==> src/rtl/vend_pay_ctrl_pkg.sv <==
// Shared constants and types for the vending payment controller.
// Holds the drink and control scan codes, the phase encoding seen by the
// display stage, datapath widths and the blank display digit code.
package vend_pay_ctrl_pkg;

   localparam int unsigned CODE_W  = 8;
   localparam int unsigned PAID_W  = 7;
   localparam int unsigned DIGIT_W = 5;
   localparam int unsigned PAID_MAX = 99;

   localparam logic [CODE_W-1:0] DRINK_C    = 8'h21;
   localparam logic [CODE_W-1:0] DRINK_S    = 8'h1B;
   localparam logic [CODE_W-1:0] DRINK_F    = 8'h2B;
   localparam logic [CODE_W-1:0] DRINK_P    = 8'h4D;
   localparam logic [CODE_W-1:0] DRINK_NONE = 8'h00;

   localparam logic [CODE_W-1:0] KEY_ENTER_CODE = 8'h5A;
   localparam logic [CODE_W-1:0] KEY_ESC_CODE   = 8'h76;

   // Digit code the display stage renders as an unlit position
   localparam logic [DIGIT_W-1:0] BLANK_DIGIT = 5'd21;

   typedef enum logic [1:0] {
      ST_IDLE   = 2'b00,
      ST_SELECT = 2'b01,
      ST_PAY    = 2'b10,
      ST_DONE   = 2'b11
   } vend_state_e;

   // True for the four scan codes that select a drink
   function automatic logic is_drink(input logic [CODE_W-1:0] code);
      return (code == DRINK_C) || (code == DRINK_S) ||
             (code == DRINK_F) || (code == DRINK_P);
   endfunction

endpackage

==> src/rtl/vend_pay_ctrl_bin_to_dec2.sv <==
// Combinational 7-bit binary to two decimal digits.
// Ports: bin (0..99 expected), tens/ones (0..9). Values above 99 cannot
// be shown in two digits and render both positions blank.
module bin_to_dec2
   import vend_pay_ctrl_pkg::*;
(
   input  logic [PAID_W-1:0]  bin,
   output logic [DIGIT_W-1:0] tens,
   output logic [DIGIT_W-1:0] ones
);

   always_comb begin
      tens = BLANK_DIGIT;
      ones = BLANK_DIGIT;
      if (bin <= PAID_W'(PAID_MAX)) begin
         tens = DIGIT_W'(bin / PAID_W'(10));
         ones = DIGIT_W'(bin % PAID_W'(10));
      end
   end

endmodule

==> src/rtl/vend_pay_ctrl.sv <==
// Vending transaction controller feeding the payment display stage.
// Ports:
//   clkSevenSeg, reset (async, active-low)
//   key_valid/key_code  : keyboard make-code strobe
//   coin1/coin5/coin10  : one-cycle coin pulses
//   State, drink, Paid_1, Paid_0 : display-stage inputs
//   Change_1, Change_0  : change digits, meaningful in DONE
//   dispense, coin_reject : one-cycle event pulses
module vend_pay_ctrl
   import vend_pay_ctrl_pkg::*;
#(
   parameter int unsigned        PRICE_C     = 15,
   parameter int unsigned        PRICE_S     = 20,
   parameter int unsigned        PRICE_F     = 25,
   parameter int unsigned        PRICE_P     = 30,
   parameter logic [CODE_W-1:0]  KEY_ENTER   = KEY_ENTER_CODE,
   parameter logic [CODE_W-1:0]  KEY_ESC     = KEY_ESC_CODE,
   parameter int unsigned        HOLD_CYCLES = 2000
) (
   input  logic                clkSevenSeg,
   input  logic                reset,
   input  logic                key_valid,
   input  logic [CODE_W-1:0]   key_code,
   input  logic                coin1,
   input  logic                coin5,
   input  logic                coin10,
   output logic [1:0]          State,
   output logic [CODE_W-1:0]   drink,
   output logic [DIGIT_W-1:0]  Paid_1,
   output logic [DIGIT_W-1:0]  Paid_0,
   output logic [DIGIT_W-1:0]  Change_1,
   output logic [DIGIT_W-1:0]  Change_0,
   output logic                dispense,
   output logic                coin_reject
);

   localparam int unsigned      HOLD_W    = $clog2(HOLD_CYCLES + 1);
   localparam logic [HOLD_W-1:0] HOLD_LAST = HOLD_W'(HOLD_CYCLES - 1);

   vend_state_e         state_q, state_d;
   logic [CODE_W-1:0]   drink_q, drink_d;
   logic [PAID_W-1:0]   paid_q, paid_d;
   logic [PAID_W-1:0]   change_q, change_d;
   logic [HOLD_W-1:0]   hold_q, hold_d;
   logic                dispense_d, coin_reject_d;
   logic [DIGIT_W-1:0]  paid_tens_d, paid_ones_d;
   logic [DIGIT_W-1:0]  change_tens_d, change_ones_d;

   logic                coin_any, coin_multi, coin_over;
   logic [PAID_W-1:0]   coin_val;
   logic [PAID_W:0]     coin_sum;
   logic [PAID_W-1:0]   paid_acc;
   logic [PAID_W-1:0]   price;

   // Coin arbitration: coin10 beats coin5 beats coin1
   always_comb begin
      coin_val = '0;
      if (coin10)     coin_val = PAID_W'(10);
      else if (coin5) coin_val = PAID_W'(5);
      else if (coin1) coin_val = PAID_W'(1);
   end

   assign coin_any   = coin1 | coin5 | coin10;
   assign coin_multi = (coin10 & (coin5 | coin1)) | (coin5 & coin1);
   assign coin_sum   = {1'b0, paid_q} + {1'b0, coin_val};
   assign coin_over  = coin_sum > (PAID_W + 1)'(PAID_MAX);

   // Price of the latched drink
   always_comb begin
      case (drink_q)
         DRINK_C: price = PAID_W'(PRICE_C);
         DRINK_S: price = PAID_W'(PRICE_S);
         DRINK_F: price = PAID_W'(PRICE_F);
         DRINK_P: price = PAID_W'(PRICE_P);
         default: price = PAID_W'(PAID_MAX);
      endcase
   end

   // Next-state and next-output logic
   always_comb begin
      state_d       = state_q;
      drink_d       = drink_q;
      paid_d        = paid_q;
      change_d      = change_q;
      hold_d        = hold_q;
      dispense_d    = 1'b0;
      coin_reject_d = 1'b0;
      paid_acc      = paid_q;

      case (state_q)
         ST_IDLE: begin
            coin_reject_d = coin_any;
            if (key_valid && is_drink(key_code)) begin
               drink_d = key_code;
               state_d = ST_SELECT;
            end
         end

         ST_SELECT: begin
            coin_reject_d = coin_any;
            if (key_valid) begin
               if (is_drink(key_code)) begin
                  drink_d = key_code;
               end else if (key_code == KEY_ENTER) begin
                  state_d = ST_PAY;
                  paid_d  = '0;
               end else if (key_code == KEY_ESC) begin
                  state_d = ST_IDLE;
                  drink_d = DRINK_NONE;
               end
            end
         end

         ST_PAY: begin
            // Losing coins and a coin that would pass 99 are refused
            coin_reject_d = coin_multi | (coin_any & coin_over);
            if (coin_any && !coin_over) paid_acc = coin_sum[PAID_W-1:0];
            paid_d = paid_acc;
            // The coin is counted before ESC, so a completing coin wins
            if (paid_acc >= price) begin
               state_d    = ST_DONE;
               dispense_d = 1'b1;
               change_d   = paid_acc - price;
               hold_d     = '0;
            end else if (key_valid && (key_code == KEY_ESC)) begin
               state_d  = ST_DONE;
               change_d = paid_acc;
               hold_d   = '0;
            end
         end

         ST_DONE: begin
            coin_reject_d = coin_any;
            if (hold_q == HOLD_LAST) begin
               state_d  = ST_IDLE;
               drink_d  = DRINK_NONE;
               paid_d   = '0;
               change_d = '0;
               hold_d   = '0;
            end else begin
               hold_d = hold_q + HOLD_W'(1);
            end
         end

         default: state_d = ST_IDLE;
      endcase
   end

   // Digits are derived from next values so the display outputs are registered
   bin_to_dec2 u_paid_dec (
      .bin  (paid_d),
      .tens (paid_tens_d),
      .ones (paid_ones_d)
   );

   bin_to_dec2 u_change_dec (
      .bin  (change_d),
      .tens (change_tens_d),
      .ones (change_ones_d)
   );

   // State and output registers
   always_ff @(posedge clkSevenSeg or negedge reset) begin
      if (!reset) begin
         state_q     <= ST_IDLE;
         drink_q     <= DRINK_NONE;
         paid_q      <= '0;
         change_q    <= '0;
         hold_q      <= '0;
         Paid_1      <= '0;
         Paid_0      <= '0;
         Change_1    <= '0;
         Change_0    <= '0;
         dispense    <= 1'b0;
         coin_reject <= 1'b0;
      end else begin
         state_q     <= state_d;
         drink_q     <= drink_d;
         paid_q      <= paid_d;
         change_q    <= change_d;
         hold_q      <= hold_d;
         Paid_1      <= paid_tens_d;
         Paid_0      <= paid_ones_d;
         Change_1    <= change_tens_d;
         Change_0    <= change_ones_d;
         dispense    <= dispense_d;
         coin_reject <= coin_reject_d;
      end
   end

   assign State = state_q;
   assign drink = drink_q;

endmodule

==> config.mk <==
export PLATFORM = sky130hd
export DESIGN_NAME = vend_pay_ctrl
export DESIGN_NICKNAME = d
export VERILOG_FILES = /design/src/rtl/vend_pay_ctrl_pkg.sv /design/src/rtl/vend_pay_ctrl_bin_to_dec2.sv /design/src/rtl/vend_pay_ctrl.sv
export SDC_FILE = /design/constraint.sdc
export NUM_CORES = 1
export LEC_CHECK = 0
export CAP_MARGIN = 20
export CORE_MARGIN = 5
export CORE_UTILIZATION = 45
export DETAILED_ROUTE_END_ITERATION = 6
export HOLD_SLACK_MARGIN = 0.12
export PLACE_DENSITY = 0.68
export SLEW_MARGIN = 20
export SYNTH_ARGS = -nofsm -noshare
export SYNTH_HDL_FRONTEND = slang
export SYNTH_SLANG_ARGS = --single-unit
==> constraint.sdc <==
create_clock -name clkSevenSeg -period 6.83 [get_ports clkSevenSeg]
set_clock_uncertainty 0.1 [all_clocks]
set_input_delay 1.366 -clock clkSevenSeg [delete_from_list [all_inputs] [get_ports clkSevenSeg]]
set_output_delay 1.366 -clock clkSevenSeg [all_outputs]
set_load 0.01 [all_outputs]
# --- Word level (Yosys, flattened, before mapping) ---
# Cells that the tools add are included.
# W data, S select, Z words.
op_classes:
  n_addsub: 3
  div: 4
  order_cmp: 4
  eq_ne: 22
  mux: 42
  n_bitwise: 7
  reduce_logical: 14
ops:
  columns: ["operator", "n"]
  rows:
  - ["$mux W7", 10]
  - ["$mux W8", 6]
  - ["$mux W11", 3]
  - ["$eq A8 B6 Y1 const B", 4]
  - ["$eq A8 B7 Y1 const B", 4]
  - ["$pmux W7 S4", 1]
  - ["$pmux W8 S3", 1]
  - ["$pmux W11 S2", 1]
  - ["$pmux W7 S3", 1]
  - ["$mux W5", 4]
  - ["$eq A8 B5 Y1 const B", 2]
  - ["$mux W2", 8]
  - ["$div A7 B4 Y7 const B", 2]
  - ["$le A7 B7 Y1 const B", 2]
  - ["$mod A7 B4 Y7 const B", 2]
  - ["$pmux W7 S2", 1]
  - ["$ne A3 B3 Y1 const B", 4]
  - ["$reduce_and A6 Y1", 2]
  - ["$add A11 B1 Y11 const B", 1]
  - ["$eq A11 B11 Y1 const B", 1]
  - ["$add A7 B7 Y8", 1]
  - ["$gt A8 B7 Y1 const B", 1]
  - ["$ne A2 B2 Y1 const B", 4]
  - ["$pmux W2 S4", 1]
  - ["17 further kinds", 29]
totals:
  regBits: 57
  input_bits: 14
  out_inout_bits: 32
  elab_cells: 107

# --- Longest topological paths before layout ---
# Gate-level depths: netlist of run 1.
depth:
  word_depth: 14
  depth_mapped: 33
  depth_no_buf: 31

# --- By module ---
# Synthesis of run 1 repeated with hierarchy kept, for this count alone.
unflattened:
  cells_unflattened: 579
  hier_area_um2: 4907.2
by_module_without_submodules:
  columns: ["mod", "n_inst", "cells_each", "area_per_inst_um2"]
  rows:
  - ["vend_pay_ctrl", 1, 371, 3565.9]
  - ["bin_to_dec2", 2, 104, 670.6]

# --- Worst setup path after synthesis of run 1 ---
# Ideal clock, no wire load.
synth_timing:
  path_kind: "input to register"
  start: "input port coin5"
  end: "register Change_0[1]"
  setup_ns: 0.122
  arrival_ns: 7.482
  required_time_ns: 6.608
  path_slack_ns: -0.873
  cell_stages: 32
  n_path_buf: 2
  path_cell_list: "nor2_1 > nor2_1 > ha_1 > fa_1 > nor2_1 > o21ba_1 > o311a_1 > o21a_1 > buf_6 > nor2_1 > mux2_2 > ha_1 > nor2b_1 > o31a_1 > nor3_2 > nor2_1 > nor3_1 > a21boi_1 > nor2_2 > inv_2 > clkbuf_1 > o21ai_0 > nand4_1 > o311a_1 > ha_1 > inv_1 > a311oi_1 > a211oi_1 > o211ai_1 > nand3_1 > or2_1 > a32o_1"
synth_between:
  elab_chain_cells: 13
  elab_cells_between_ends: 18
  classes_between: "add/sub (2); div (1); order compare (3); mux (8); bitwise (2); reduce/logical (2)"
synth_rtl:
  columns: ["item", "line", "text"]
  rows:
  - ["start: declaration", "vend_pay_ctrl.sv:25", "input logic coin5,"]
  - ["$mux W3", "vend_pay_ctrl.sv:59", "else if (coin5) coin_val = PAID_W'(5);"]
  - ["$mux W7", "vend_pay_ctrl.sv:58", "if (coin10) coin_val = PAID_W'(10);"]
  - ["$add A7 B7 Y8", "vend_pay_ctrl.sv:65", "assign coin_sum = {1'b0, paid_q} + {1'b0, coin_val};"]
  - ["$gt A8 B7 Y1", "vend_pay_ctrl.sv:66", "assign coin_over = coin_sum > (PAID_W + 1)'(PAID_MAX);"]
  - ["$logic_not A1 Y1", "vend_pay_ctrl.sv:117", "if (coin_any && !coin_over) paid_acc = coin_sum[PAID_W-1:0];"]
  - ["$logic_and A1 B1 Y1", "vend_pay_ctrl.sv:117", null]
  - ["$mux W7 *", "vend_pay_ctrl.sv:117", null]
  - ["$mux W7 *", "vend_pay_ctrl.sv:90", "case (state_q)"]
  - ["$sub A7 B7 Y7, or another cell as far along", "vend_pay_ctrl.sv:123", "change_d = paid_acc - price;"]
  - ["$mux W7 *", "vend_pay_ctrl.sv:120", "if (paid_acc >= price) begin"]
  - ["$pmux W7 S2 *", "vend_pay_ctrl.sv:90", null]
  - ["named net change_d[3]", "vend_pay_ctrl.sv:43", "logic [PAID_W-1:0] change_q, change_d;"]
  - ["$mod A7 B4 Y7 or $le A7 B7 Y1 (tied branches)", "vend_pay_ctrl_bin_to_dec2.sv:17, vend_pay_ctrl_bin_to_dec2.sv:15", null]
  - ["$mux W5 *", "vend_pay_ctrl_bin_to_dec2.sv:15", "if (bin <= PAID_W'(PAID_MAX)) begin"]
  - ["named net change_ones_d[1]", "vend_pay_ctrl.sv:47", "logic [DIGIT_W-1:0] change_tens_d, change_ones_d;"]
  - ["end signal: assignment", "vend_pay_ctrl.sv:185", "Change_0 <= change_ones_d;"]
  - ["end: declaration", "vend_pay_ctrl.sv:32", "output logic [DIGIT_W-1:0] Change_0,"]
# The timed path passes the listed nets; every way through them passes the cells marked *. The select of a mux whose other input is x is not followed.
# A chain may end at the register's enable or synchronous reset.

# --- Worst setup path in the final report of run 1 ---
layout_timing:
  start: "input port coin1"
  end: "register Change_0[1]"
layout_between:
  elab_chain_cells: 14
  elab_cells_between_ends: 19
  classes_between: "add/sub (2); div (1); order compare (3); mux (9); bitwise (2); reduce/logical (2)"
layout_rtl:
  columns: ["item", "line", "text"]
  rows:
  - ["start: declaration", "vend_pay_ctrl.sv:24", "input logic coin1,"]
  - ["$mux W1", "vend_pay_ctrl.sv:60", "else if (coin1) coin_val = PAID_W'(1);"]
  - ["$mux W3", "vend_pay_ctrl.sv:59", null]
  - ["$mux W7", "vend_pay_ctrl.sv:58", null]
  - ["$add A7 B7 Y8", "vend_pay_ctrl.sv:65", null]
  - ["$gt A8 B7 Y1", "vend_pay_ctrl.sv:66", null]
  - ["$logic_not A1 Y1", "vend_pay_ctrl.sv:117", null]
  - ["$logic_and A1 B1 Y1", "vend_pay_ctrl.sv:117", null]
  - ["$mux W7 *", "vend_pay_ctrl.sv:117", null]
  - ["$mux W7 *", "vend_pay_ctrl.sv:90", null]
  - ["$sub A7 B7 Y7, or another cell as far along", "vend_pay_ctrl.sv:123", null]
  - ["$mux W7 *", "vend_pay_ctrl.sv:120", null]
  - ["$pmux W7 S2 *", "vend_pay_ctrl.sv:90", null]
  - ["named net change_d[5]", "vend_pay_ctrl.sv:43", null]
  - ["$mod A7 B4 Y7 or $le A7 B7 Y1 (tied branches)", "vend_pay_ctrl_bin_to_dec2.sv:17, vend_pay_ctrl_bin_to_dec2.sv:15", null]
  - ["$mux W5 *", "vend_pay_ctrl_bin_to_dec2.sv:15", null]
  - ["named net change_ones_d[1]", "vend_pay_ctrl.sv:47", null]
# Marks and branches as above.

==> results of run 1 <==
==> tightest hold or removal path: cells and delay by family, from the launching register on <==
family,cells,cell delay [ps]
flip-flops,1,370
AND/OR/NAND/NOR,2,120
==> state kept, by name, summed over array words and instances, names as in the netlist, named ones only <==
name / cells
State: 1
Change_1: 5
hold_q: 11
paid_q: 7
drink: 8
dispense: 1
coin_reject: 1
Change_0: 5
change_q: 7
Paid_0: 5
Paid_1: 5
==> through the flow <==
stage,utilization,worst slack (ps),TNS [ps],instance area (um^2),instances
floorplan,-,-270,-550,4740,570
global placement,0.607,-767,-3150,5990,828
detailed placement,0.607,-931,-3930,5990,828
CTS,0.658,8.51,0,6490,870
global route,0.678,-428,-1590,6690,878
finish,0.678,-125,-254,6690,878
==> synth_stat cells (7+ instances only) <==
cell type / instances
sky130_fd_sc_hd__dfrtp_1: 57
sky130_fd_sc_hd__nand3_1: 39
sky130_fd_sc_hd__nand2_1: 51
sky130_fd_sc_hd__inv_1: 28
sky130_fd_sc_hd__ha_1: 21
sky130_fd_sc_hd__a211oi_1: 11
sky130_fd_sc_hd__nor2_1: 57
sky130_fd_sc_hd__a21oi_1: 30
sky130_fd_sc_hd__o21ai_0: 41
sky130_fd_sc_hd__o211ai_1: 7
sky130_fd_sc_hd__nor3_1: 24
sky130_fd_sc_hd__and3_1: 9
sky130_fd_sc_hd__xnor2_1: 12
sky130_fd_sc_hd__xor2_1: 9
sky130_fd_sc_hd__clkbuf_1: 15
sky130_fd_sc_hd__a31oi_1: 11
==> per-layer routing <==
layer | track usage | vias to the layer above | routed length [um]
li1 | - | 2453 | -
met1 | 0.295 | 2394 | 6170
met2 | 0.402 | 189 | 7320
met3 | 0.0388 | 37 | 858
met4 | 0.0837 | 0 | 340
met5 | 0 | - | 0
==> layout by cell type (no fill, tap or decap), types with 6 or more instances in the layout <==
master / instances
sky130_fd_sc_hd__a211oi_1: 9
sky130_fd_sc_hd__a21oi_1: 30
sky130_fd_sc_hd__a31oi_1: 8
sky130_fd_sc_hd__and3_1: 8
sky130_fd_sc_hd__buf_4: 130
sky130_fd_sc_hd__buf_6: 10
sky130_fd_sc_hd__clkbuf_8: 9
sky130_fd_sc_hd__clkdlybuf4s50_1: 41
sky130_fd_sc_hd__dfrtp_1: 57
sky130_fd_sc_hd__ha_1: 16
sky130_fd_sc_hd__inv_1: 26
sky130_fd_sc_hd__nand2_1: 48
sky130_fd_sc_hd__nand3_1: 36
sky130_fd_sc_hd__nor2_1: 51
sky130_fd_sc_hd__nor3_1: 22
sky130_fd_sc_hd__o211ai_1: 7
sky130_fd_sc_hd__o21ai_0: 39
sky130_fd_sc_hd__or3_1: 6
sky130_fd_sc_hd__xnor2_1: 12
sky130_fd_sc_hd__xor2_1: 8
==> power by group <==
part | total [mW] | internal (mW) | switching [mW] | leakage [nW]
clock | 0.371 | 0.208 | 0.163 | 0.110
sequential | 0.472 | 0.409 | 0.0629 | 0.765
combinational | 1.28 | 0.646 | 0.636 | 2.13
total | 2.13 | 1.26 | 0.862 | 3.00
==> layout make-up <==
type | instances | share of cell area
Clock buffer | 9 | 0.0185
Tap cell | 133 | 0.0249
Clock inverter | 7 | 0.0153
Sequential cell | 57 | 0.213
Multi-Input combinational cell | 455 | 0.482
Timing Repair Buffer | 183 | 0.226
Inverter | 34 | 0.0204
==> how the worst min path moves through the flow <==
stage                     startpoint   endpoint  slack [ps]  cells after the start
final                      hold_q[1]  hold_q[1]         410                      2
after global routing       hold_q[0]  hold_q[0]         440                      1
after CTS                  hold_q[0]  hold_q[0]         420                      1
after detailed placement   hold_q[1]  hold_q[1]         410                      2
after global placement     hold_q[1]  hold_q[1]         380                      2
after floorplan            hold_q[1]  hold_q[1]         370                      2
==> cell families after synthesis <==
group | count (synthesis) | share of synthesized area
DFF | 57 | 0.311
buffers and inverters | 58 | 0.0546
xor gates and xnor gates | 21 | 0.0401
adders and majority gates | 24 | 0.0683
muxes | 6 | 0.0134
AOI/OAI and AO/OA | 174 | 0.265
and+or+nand+nor | 230 | 0.247
==> timing repair <==
| action | CTS | global route |
|---|---|---|
| setup buffers | 26 | 8 |
| cloned | 0 | 0 |
| setup endpoints to repair | 5 | 5 |
| resized for setup | 26 | 33 |
| pin swaps | 23 | 8 |
==> results list, run 1 <==
- Buffer levels on the longest clock path: 2
- For this design the top-level I/O count stands at 46.
- Area growth, synth to finish: 46.0%
- Residual antenna-violating net count after detailed routing: 0
- Critical path peak fanout: 5
* Number of antenna violations at the first check in global routing: 0
- Area occupied by registers: 1430 um^2
* Final period demand of the worst path: 6950 ps
- Reg2Reg Setup Slack: 660 ps
- Worst skew pair latency: 350 ps
- Synthesis instantiated 79 different standard cells from the library.
* Nature of the critical path endpoint: register
* CTS clock-pin slew for the worst setup and hold paths: 80 ps
- Across the VDD grid, the largest voltage drop is 0.000165 V.
- Setup violations remaining at the end of the flow were counted as 3.
* Number of flops mapped to enable cells by yosys: 0
- Class of the most critical hold timing path: register to register
* Buf/Inv on CP: 5
- The root buffer cell chosen for the clock tree is sky130_fd_sc_hd__clkbuf_8.
- The checks that failed: setup timing.
- Max Cap Viol: 0
- Via count: 5073
- Yosys top cell area share: 0.311
- Total CTS buffers: 9
- Arrival time at the worst endpoint: 7100 ps
- The number of hold-slack violations in the final timing report is 0.
* Leakage power total: 3.00 nW
* PnR worst setup slack: -125 ps
* Number of slew-limit violations in the final report: 0
- Maximum number of pins on one net before global-route repair: 58
- Setup CP Type: input pin to register
- Syn avg cell area: 8.04 um^2
* Synthesized cell area: 4580 um^2
* Share of final-layout standard cells stronger than drive strength 1: 0.309
* Dpl hpwl: 10.4 mm
- Part of the Yosys area used for sequential elements: 0.311
* Area inside the core boundary: 9860 um^2
- In the routed layout, each cell is associated on average with a via count of 5.78.
* Total Routing Usage GR: 0.234
- 0 antenna diodes ended up in the layout.
* FF-to-FF path depth: 29
* Gate family responsible for the most delay along the worst path: compound AO/OA/AOI/OAI gates
* Req. time, crit path: 6970 ps
- The biggest area contributor in the post-synthesis netlist is sky130_fd_sc_hd__dfrtp_1.
* Residual DRC: 0
- Before antenna repair, the detailed router went through 5 iterations.
- Routed wire per std cell: 16.7 um
- The H-tree was split into 3 levels.
* Gp weighted congestion: 0.954
- Result of the run: complete, but fails checks
- Initial core utilization: 0.464
- Final total power: 2.13 mW
- In the synthesized netlist, the number of instances is 570.
- Area of the die: 12300 um^2
- In this run, post-CTS hold repair placed 0 buffers.
- The critical path ends at Change_0[1].
- Proportion of register bits with asynchronous set or reset after synthesis: 1.00
- Worst Max-Slew Pin Slew: 786 ps
* Primary flip-flop cell chosen by synthesis mapping: sky130_fd_sc_hd__dfrtp_1
- Counting every sink on the clock net gives 57.
- On the final layout, the worst hold slack is 414 ps.
- Clock tree from TritonCTS: yes
- Row cnt: 36
- Setup repair after global routing could not meet its margin everywhere.
* Launching instance or port of the critical path: coin1
- Critical R2R Launch: paid_q[0]
* CP Launch Type: input pin
* Via count of the first global-routing pass: 4973
* Port Buffers: 45
- On the worst path, the slowest cell contributes a delay of 410 ps.
- Counting every net in the synthesized netlist gives 607.
- Global routing finished with a remaining overflow of 0.
- The synthesized design contains 57 register bits.
* Die boundary width: 111 um
- The endpoint identified for the worst register-to-register timing path is Change_0[1].
* Critical path depth: 32
* Iter 0 DRT Violations: 344
* Syn. warnings: 0
* Worst-case headroom to the max-slew limit: 0.471
- Power Dens Cells: 318 nW/um^2
- For this block, the routed nets add up to 14.7 mm of wire.
* Die Y-Extent: 111 um
- Part of the cycle the worst path needs: 1.02
- Cell at the slowest stage of the critical path: sky130_fd_sc_hd__fa_2
* Fillcell total: 782
* Maximum frequency from static timing analysis: 144 MHz
- Total number of nets in the final design: 777
* Multi-input gate area in the final layout: 3220 um^2
- The first global-routing pass estimated 24.1 mm of wire.
* Top cells by area in the synthesized netlist: sky130_fd_sc_hd__dfrtp_1, sky130_fd_sc_hd__ha_1, sky130_fd_sc_hd__nor2_1
Power figures use the tool's default switching activity.
==> run 2: changes to the inputs <==
--- a/config.mk
+++ b/config.mk
@@ -10,7 +10,7 @@
 export CORE_UTILIZATION = 45
 export DETAILED_ROUTE_END_ITERATION = 6
 export HOLD_SLACK_MARGIN = 0.12
-export PLACE_DENSITY = 0.68
+export PLACE_DENSITY = 0.77
 export SLEW_MARGIN = 20
 export SYNTH_ARGS = -nofsm -noshare
 export SYNTH_HDL_FRONTEND = slang
==> run 2 against run 1 <==
Compared with the run above:
- the flow still finishes with violations (setup timing)
- combinational power hardly changed
- clock-buffer cell count rose by 5
- final cell count down 0.91%
- clock power decreased by 20%
- wire length rose by 1.2%
- total power down 4.0%
- fmax is 0.48% higher
- global-route usage is 0.22 points higher
- sequential share of layout area is 0.17 points higher
- non-clock buffer count decreased by 8
- register-to-register slack improved by 30 ps
- design area shrank 0.80%
- highest routed layer unchanged
==> results list, run 2 (synthesized netlist as in run 1, its figures left out) <==
* Final TNS setup: -227 ps
- Flip-flop count of the largest register, all copies and words added: 11
* Final total power: 2.04 mW
- Top register by number of flip-flops: hold_q
- Setup violations remaining at the end of the flow were counted as 3.
- The worst path in the final design needs a cycle of 6920 ps, including I/O delays and setup.
- Wire segments on met3 add up to 925 um in the final route.
- Via count: 5130
- Count of H-tree levels built during CTS: 3
- After floorplanning, the core was divided into 36 placement rows.
- In the finished design, the share of the clock period the worst path needs comes to 1.01.
* CP Launch Type: input pin
- The tree is rooted in a sky130_fd_sc_hd__clkbuf_8.
- The min-delay analysis places its worst path in the category register to register.
- Commonest cells after routing, fill and taps aside: sky130_fd_sc_hd__buf_4, sky130_fd_sc_hd__dfrtp_1, sky130_fd_sc_hd__nor2_1
- Filler-free cell count of the finished design: 870
- The number of hold-slack violations in the final timing report came to 0.
- Failing checks: setup timing
- Wires add up to 14.9 mm.
- Post-route standard cell area excluding fillers: 6640 um^2
- The detail route stage leaves a number of antenna-violating nets equal to 0.
- From left edge to right edge, the die measures 111 um.
- Clock tree from TritonCTS: yes
- Die Y-Extent: 111 um
- Nature of the critical path endpoint: register
- Number of antenna violations at the first check in global routing: 0
- Number of slew-limit violations in the final report: 0
- The initial utilization of the core area, before any placement, comes to 0.464.
- In this run the tool buffered the top-level ports with 45 buffer cells.
- Max Cap Viol: 0
- Antenna cells: 0
* Clock sink total: 57
* PnR worst setup slack: -91.0 ps
- Summing all multi-input logic gate instances after layout gives 3280 um^2.
- The run finished, with violations left.
- Amount of wire on met2 after detailed routing: 7.27 mm
* Total number of nets in the final design: 769
- Buffers inserted during clock tree synthesis total 9.
- Cell at the slowest stage of the critical path: sky130_fd_sc_hd__fa_2
* Dpl hpwl: 10.6 mm
* Worst Max-Slew Pin Slew: 823 ps
- Routed signal wires occupy layers up through met4.
- STA puts the critical path data required time at 6980 ps.
- Fillcell total: 780
* Utilization after layout: 0.673
- Leaving out fill and tap cells, the most frequent cell in the layout is sky130_fd_sc_hd__buf_4.
- Clock-pin slew was measured on the worst setup and hold paths at 60 ps.
* Worst-case headroom to the max-slew limit: 0.444
- Via count of the first global-routing pass: 4981
- Maximum ir drop on the vdd rail: 0.000175 V
* Buffer levels on the longest clock path: 2
* Wire length on met1: 6.31 mm
* Gp weighted congestion: 0.963
* Post-CTS Hold Fix Bufs: 0
* Fin Hold WS: 406 ps
* Area post-placement: 6040 um^2
- For the worst-skew pair, the clock arrives at the later sink with an insertion delay of 360 ps.
- During I/O placement, the number of pins put on the boundary was 46.
- Area inside the core boundary: 9860 um^2
- Cell mode on critical path: sky130_fd_sc_hd__ha_4
- Power Dens Cells: 307 nW/um^2
* Place WS: -1000 ps
- Entering global routing, the biggest net connects 58 pins.
* Number of detailed-routing iterations run before antenna repair: 7
- Data on the critical path arrives at its endpoint at 7070 ps.
* Iter 0 DRT Violations: 416
- Total Routing Usage GR: 0.236
- Routed wire per std cell: 17.1 um
* Maximum frequency from static timing analysis: 144 MHz
- Of the cells placed in the final design, the portion with a size suffix greater than 1 is 0.304.
* Cells after DPL: 833
* Area growth, synth to finish: 44.8%
- The die covers 12300 um^2.
- Critical path's largest stage delay: 450 ps
* Unrepaired setup endpoints after global routing: true
* Wire length of the first global-routing pass: 24.1 mm
- After detailed routing, the number of vias per cell comes to 5.90.
- Global routing finished with a remaining overflow of 0.
* Critical path peak fanout: 6
- Area occupied by registers: 1430 um^2
* Setup CP Type: input pin to register
* Leakage power total: 2.96 nW
- In the routed design, unresolved DRC markers number 0.
-- run 2: changes by cell type in the layout (fill, tap and decap cells not counted), moves of 3 or more --
| cell | before | now |
|---|---|---|
| sky130_fd_sc_hd__o21ai_2 | 3 | 6 |
| sky130_fd_sc_hd__clkbuf_1 | 0 | 3 |
| sky130_fd_sc_hd__buf_4 | 130 | 125 |
| sky130_fd_sc_hd__buf_6 | 10 | 5 |
| sky130_fd_sc_hd__clkinv_4 | 3 | 0 |
-- run 2: worst paths after layout --
kind                               end       from  cells past startpoint  slack [ps]
hold / removal               hold_q[1]  hold_q[1]                      2         410
min in group asynchronous    hold_q[9]      reset                      2        1040
setup / recovery           Change_0[1]     coin10                     31         -90
hold reg to reg              hold_q[1]  hold_q[1]                      2         410
setup reg to reg           Change_0[1]  paid_q[0]                     29         690
max in group asynchronous  Change_1[1]      reset                      2        5090
-- run 2: layout make-up --
type                       count  area share
sequential                    57       0.215
timing repair buffer         175       0.219
inverter                      34      0.0202
clock inverter                 2     0.00189
tap                          133      0.0251
clock buffer                  14      0.0245
multi-input combinational    455       0.494
-- run 2: worst max-delay path, delay by kind of cell --
| kind | cells | cell delay, ps |
|---|---|---|
| muxes | 1 | 340 |
| adders and majority gates | 4 | 1070 |
| buffers and inverters | 4 | 510 |
| and+or+nand+nor | 9 | 1210 |
| AOI/OAI and AO/OA | 13 | 2570 |
-- run 2: metal layers --
| metal | vias up | global-route usage |
|---|---|---|
| met3 | 34 | 0.0491 |
| met2 | 208 | 0.384 |
| li1 | 2422 | - |
| met1 | 2466 | 0.306 |
| met4 | 0 | 0.0936 |
| met5 | - | 0 |
-- run 2: timing repair --
| action | CTS | global route |
|---|---|---|
| setup endpoints to repair | 5 | 5 |
| resized for setup | 28 | 35 |
| pin swaps | 26 | 24 |
| setup buffers | 16 | 6 |
-- run 2: where the power goes --
| group | switching, mW | internal, mW | leakage [nW] |
|---|---|---|---|
| Clock | 0.144 | 0.151 | 0.0867 |
| Sequential | 0.0573 | 0.410 | 0.765 |
| Combinational | 0.645 | 0.633 | 2.11 |
==> run 3: changes to the inputs <==
--- a/config.mk
+++ b/config.mk
@@ -5,12 +5,16 @@
 export SDC_FILE = /design/constraint.sdc
 export NUM_CORES = 1
 export LEC_CHECK = 0
+export ABC_CLOCK_PERIOD_IN_PS = 6830
 export CAP_MARGIN = 20
+export CELL_PAD_IN_SITES_DETAIL_PLACEMENT = 0
+export CELL_PAD_IN_SITES_GLOBAL_PLACEMENT = 1
 export CORE_MARGIN = 5
-export CORE_UTILIZATION = 45
+export CORE_UTILIZATION = 44
 export DETAILED_ROUTE_END_ITERATION = 6
+export DONT_BUFFER_PORTS = 1
 export HOLD_SLACK_MARGIN = 0.12
-export PLACE_DENSITY = 0.77
+export PLACE_DENSITY = 0.86
 export SLEW_MARGIN = 20
 export SYNTH_ARGS = -nofsm -noshare
 export SYNTH_HDL_FRONTEND = slang
==> run 3 against run 2 <==
Compared with the run above:
- global-route usage is 1.9 points lower
- clock power is 8.5% higher
- first-iteration DRC count is 30% higher
- utilization is 11 points lower
- final cell count is 9.4% lower
- largest power group unchanged
- critical path depth stayed put
- register-to-register slack better by 100 ps
- largest cell class unchanged
- via count is 8.7% lower
- fmax is 2.6% higher
- the run now ends clean
- setup slack better by 180 ps
==> results list, run 3 (synthesized netlist as in run 1, its figures left out) <==
- Cells after DPL: 769
- Total CTS buffers: 9
* Initial core utilization: 0.448
- At the end of routability-driven placement, the weighted congestion stood at 0.917.
- Share of final-layout standard cells stronger than drive strength 1: 0.264
- Maximum number of pins on one net before global-route repair: 58
* CTS clock-pin slew for the worst setup and hold paths: 70 ps
- Number of antenna violations at the first check in global routing: 0
- Number of detailed-routing iterations run before antenna repair: 6
* Reg2Reg Setup Slack: 790 ps
* Post-CTS Hold Fix Bufs: 0
- In this run the tightest slew margin relative to its limit is 0.458.
- Via count of the first global-routing pass: 4537
* Source of the worst hold timing path: hold_q[1]
- Leaving out fill and tap cells, the most frequent cell in the layout is sky130_fd_sc_hd__buf_4.
- The register with the most flip-flops in the layout has 11 of them.
* Leakage power total: 2.57 nW
- From synthesis to final layout, the design area changed by 26.1%.
* Die boundary width: 112 um
- Derived from the worst setup path, the maximum achievable clock frequency is 148 MHz.
* Power Dens Cells: 312 nW/um^2
* Worst skew pair latency: 350 ps
* CP Launch Type: input pin
- Routed wire per std cell: 17.5 um
* Top Ports: 46
- The path with the worst hold slack has its endpoint at hold_q[1].
- VDD sags by at most 0.000216 V.
- The largest single stage delay on the critical path is 440 ps.
- Port Buffers: 0
- In this run the remaining antenna-violating nets after routing total 0.
* Buffer levels on the longest clock path: 2
- The placed instances occupy a cell area of 5420 um^2.
- CTS built an H-tree with a depth of 3.
- Total Routing Usage GR: 0.217
* Final period demand of the worst path: 6740 ps
- The finished cells cover 5780 um^2.
- Global routing finished with a remaining overflow of 0.
- Iter 0 DRT Violations: 540
- The final layout contains 684 nets.
- Average vias per placed instance: 5.94
- Unrepaired setup endpoints after global routing: true
* Result of the run: finished clean
* Part of the cycle the worst path needs: 0.987
* Reg-to-Reg End: Change_0[1]
- Via count: 4683
- Setup violations remaining at the end of the flow were counted as 0.
- The floorplan step defined a core boundary enclosing 10200 um^2.
- STA classifies the critical path endpoint as a register.
* Buf/Inv on CP: 3
- In this run the worst hold path is classified as register to register.
* Critical R2R Launch: paid_q[0]
* Commonest cells after routing, fill and taps aside: sky130_fd_sc_hd__buf_4, sky130_fd_sc_hd__dfrtp_1, sky130_fd_sc_hd__nor2_1
- Area of the die: 12600 um^2
- The die is 112 um tall.
* Number of hold violations in the final report: 0
* FF-to-FF path depth: 29
* Arrival time at the worst endpoint: 6890 ps
- At the pin with the least slew margin, the transition time is 803 ps.
- Setup CP Type: input pin to register
- Dpl hpwl: 10.2 mm
* Gate family responsible for the most delay along the worst path: compound AO/OA/AOI/OAI gates
* Number of slew-limit violations in the final report: 0
- Row cnt: 37
* Cell at the slowest stage of the critical path: sky130_fd_sc_hd__fa_2
* Filler-free cell count of the finished design: 788
* Residual DRC: 0
- Clock tree synthesis selected as its root buffer the cell sky130_fd_sc_hd__clkbuf_8.
* Critical path peak fanout: 7
- The first global-routing pass estimated 22.3 mm of wire.
- Max Cap Viol: 0
- Antenna cells: 0
* Top register by number of flip-flops: hold_q
- Clock tree from TritonCTS: yes
* Hold path depth: 2
- At the worst endpoint, the required time is 6970 ps.
- Clock sink total: 57
- Wirelength, routed: 13.8 mm
==> run 3: cell types whose count changed in the layout (fill, tap and decap cells not counted), sizes merged <==
cell,before,now
clkdlybuf4s15,1,0
buf,133,90
clkdlybuf4s50,41,0
bufinv,0,1
clkinv,3,5
clkbuf,14,11
==> run 3: power breakdown <==
part | leakage [nW] | total (mW) | switching (mW) | internal, mW
logic | 1.71 | 0.980 | 0.540 | 0.440
registers | 0.765 | 0.500 | 0.0904 | 0.410
clock network | 0.0933 | 0.320 | 0.152 | 0.168
total | 2.57 | 1.80 | 0.782 | 1.02
==> run 3: worst register-to-register path: cells and delay by family (launching register included) <==
| family | cells | cell delay [ps] |
|---|---|---|
| flops | 1 | 420 |
| compound gates | 13 | 2490 |
| buf+inv | 3 | 300 |
| simple gates | 8 | 1180 |
| fa+ha+maj | 4 | 1130 |
| mux | 1 | 330 |
==> run 3: area by class of cell <==
class / instances / area (um^2)
clock buffer: 11 / 131
clock inverter: 5 / 56.3
fill: 932 / 4450
inverter: 34 / 134
multi-input combinational: 455 / 3180
sequential: 57 / 1430
tap: 136 / 170
timing repair buffer: 90 / 679
==> run 3: through the flow <==
stage / worst slack, ps / power [mW] / hold slack (ps) / TNS, ps / util
final: 86.1 / 1.80 / 424 / 0 / 0.565
after detailed placement: -454 / 1.43 / 410 / -1210 / 0.530
after global routing: -180 / 1.93 / 458 / -323 / 0.565
after floorplan: -270 / 1.10 / 366 / -550 / -
after global placement: -301 / 1.41 / 380 / -682 / 0.530
after CTS: 18.0 / 1.76 / 428 / 0 / 0.549
==> run 3: worst max path at each step <==
stage / start / endpoint / slack, ps / depth (start not counted)
2_1_floorplan: coin5 / Change_0[1] / -270 / 32
3_3_place_gp: coin5 / Change_0[1] / -300 / 33
3_5_place_dp: coin5 / Change_0[1] / -450 / 33
4_1_cts: coin5 / Change_0[1] / 20 / 32
5_1_grt: coin5 / Change_0[1] / -180 / 31
6_report: coin5 / Change_0[1] / 90 / 31
==> run 3: routing by layer <==
| metal | share of wire | track usage |
|---|---|---|
| met5 | 0 | 0 |
| met4 | 0.019 | 0.0745 |
| met3 | 0.063 | 0.0609 |
| met2 | 0.46 | 0.339 |
| met1 | 0.46 | 0.291 |
==> run 3: what timing repair did <==
| action | 4_1_cts | 5_1_grt |
|---|---|---|
| endpoints found under the hold margin | 0 | 0 |
| resized for setup | 3 | 26 |
| endpoints found under the setup margin | 2 | 4 |
| pin swaps | 2 | 16 |
| buffers inserted | 1 | 2 |
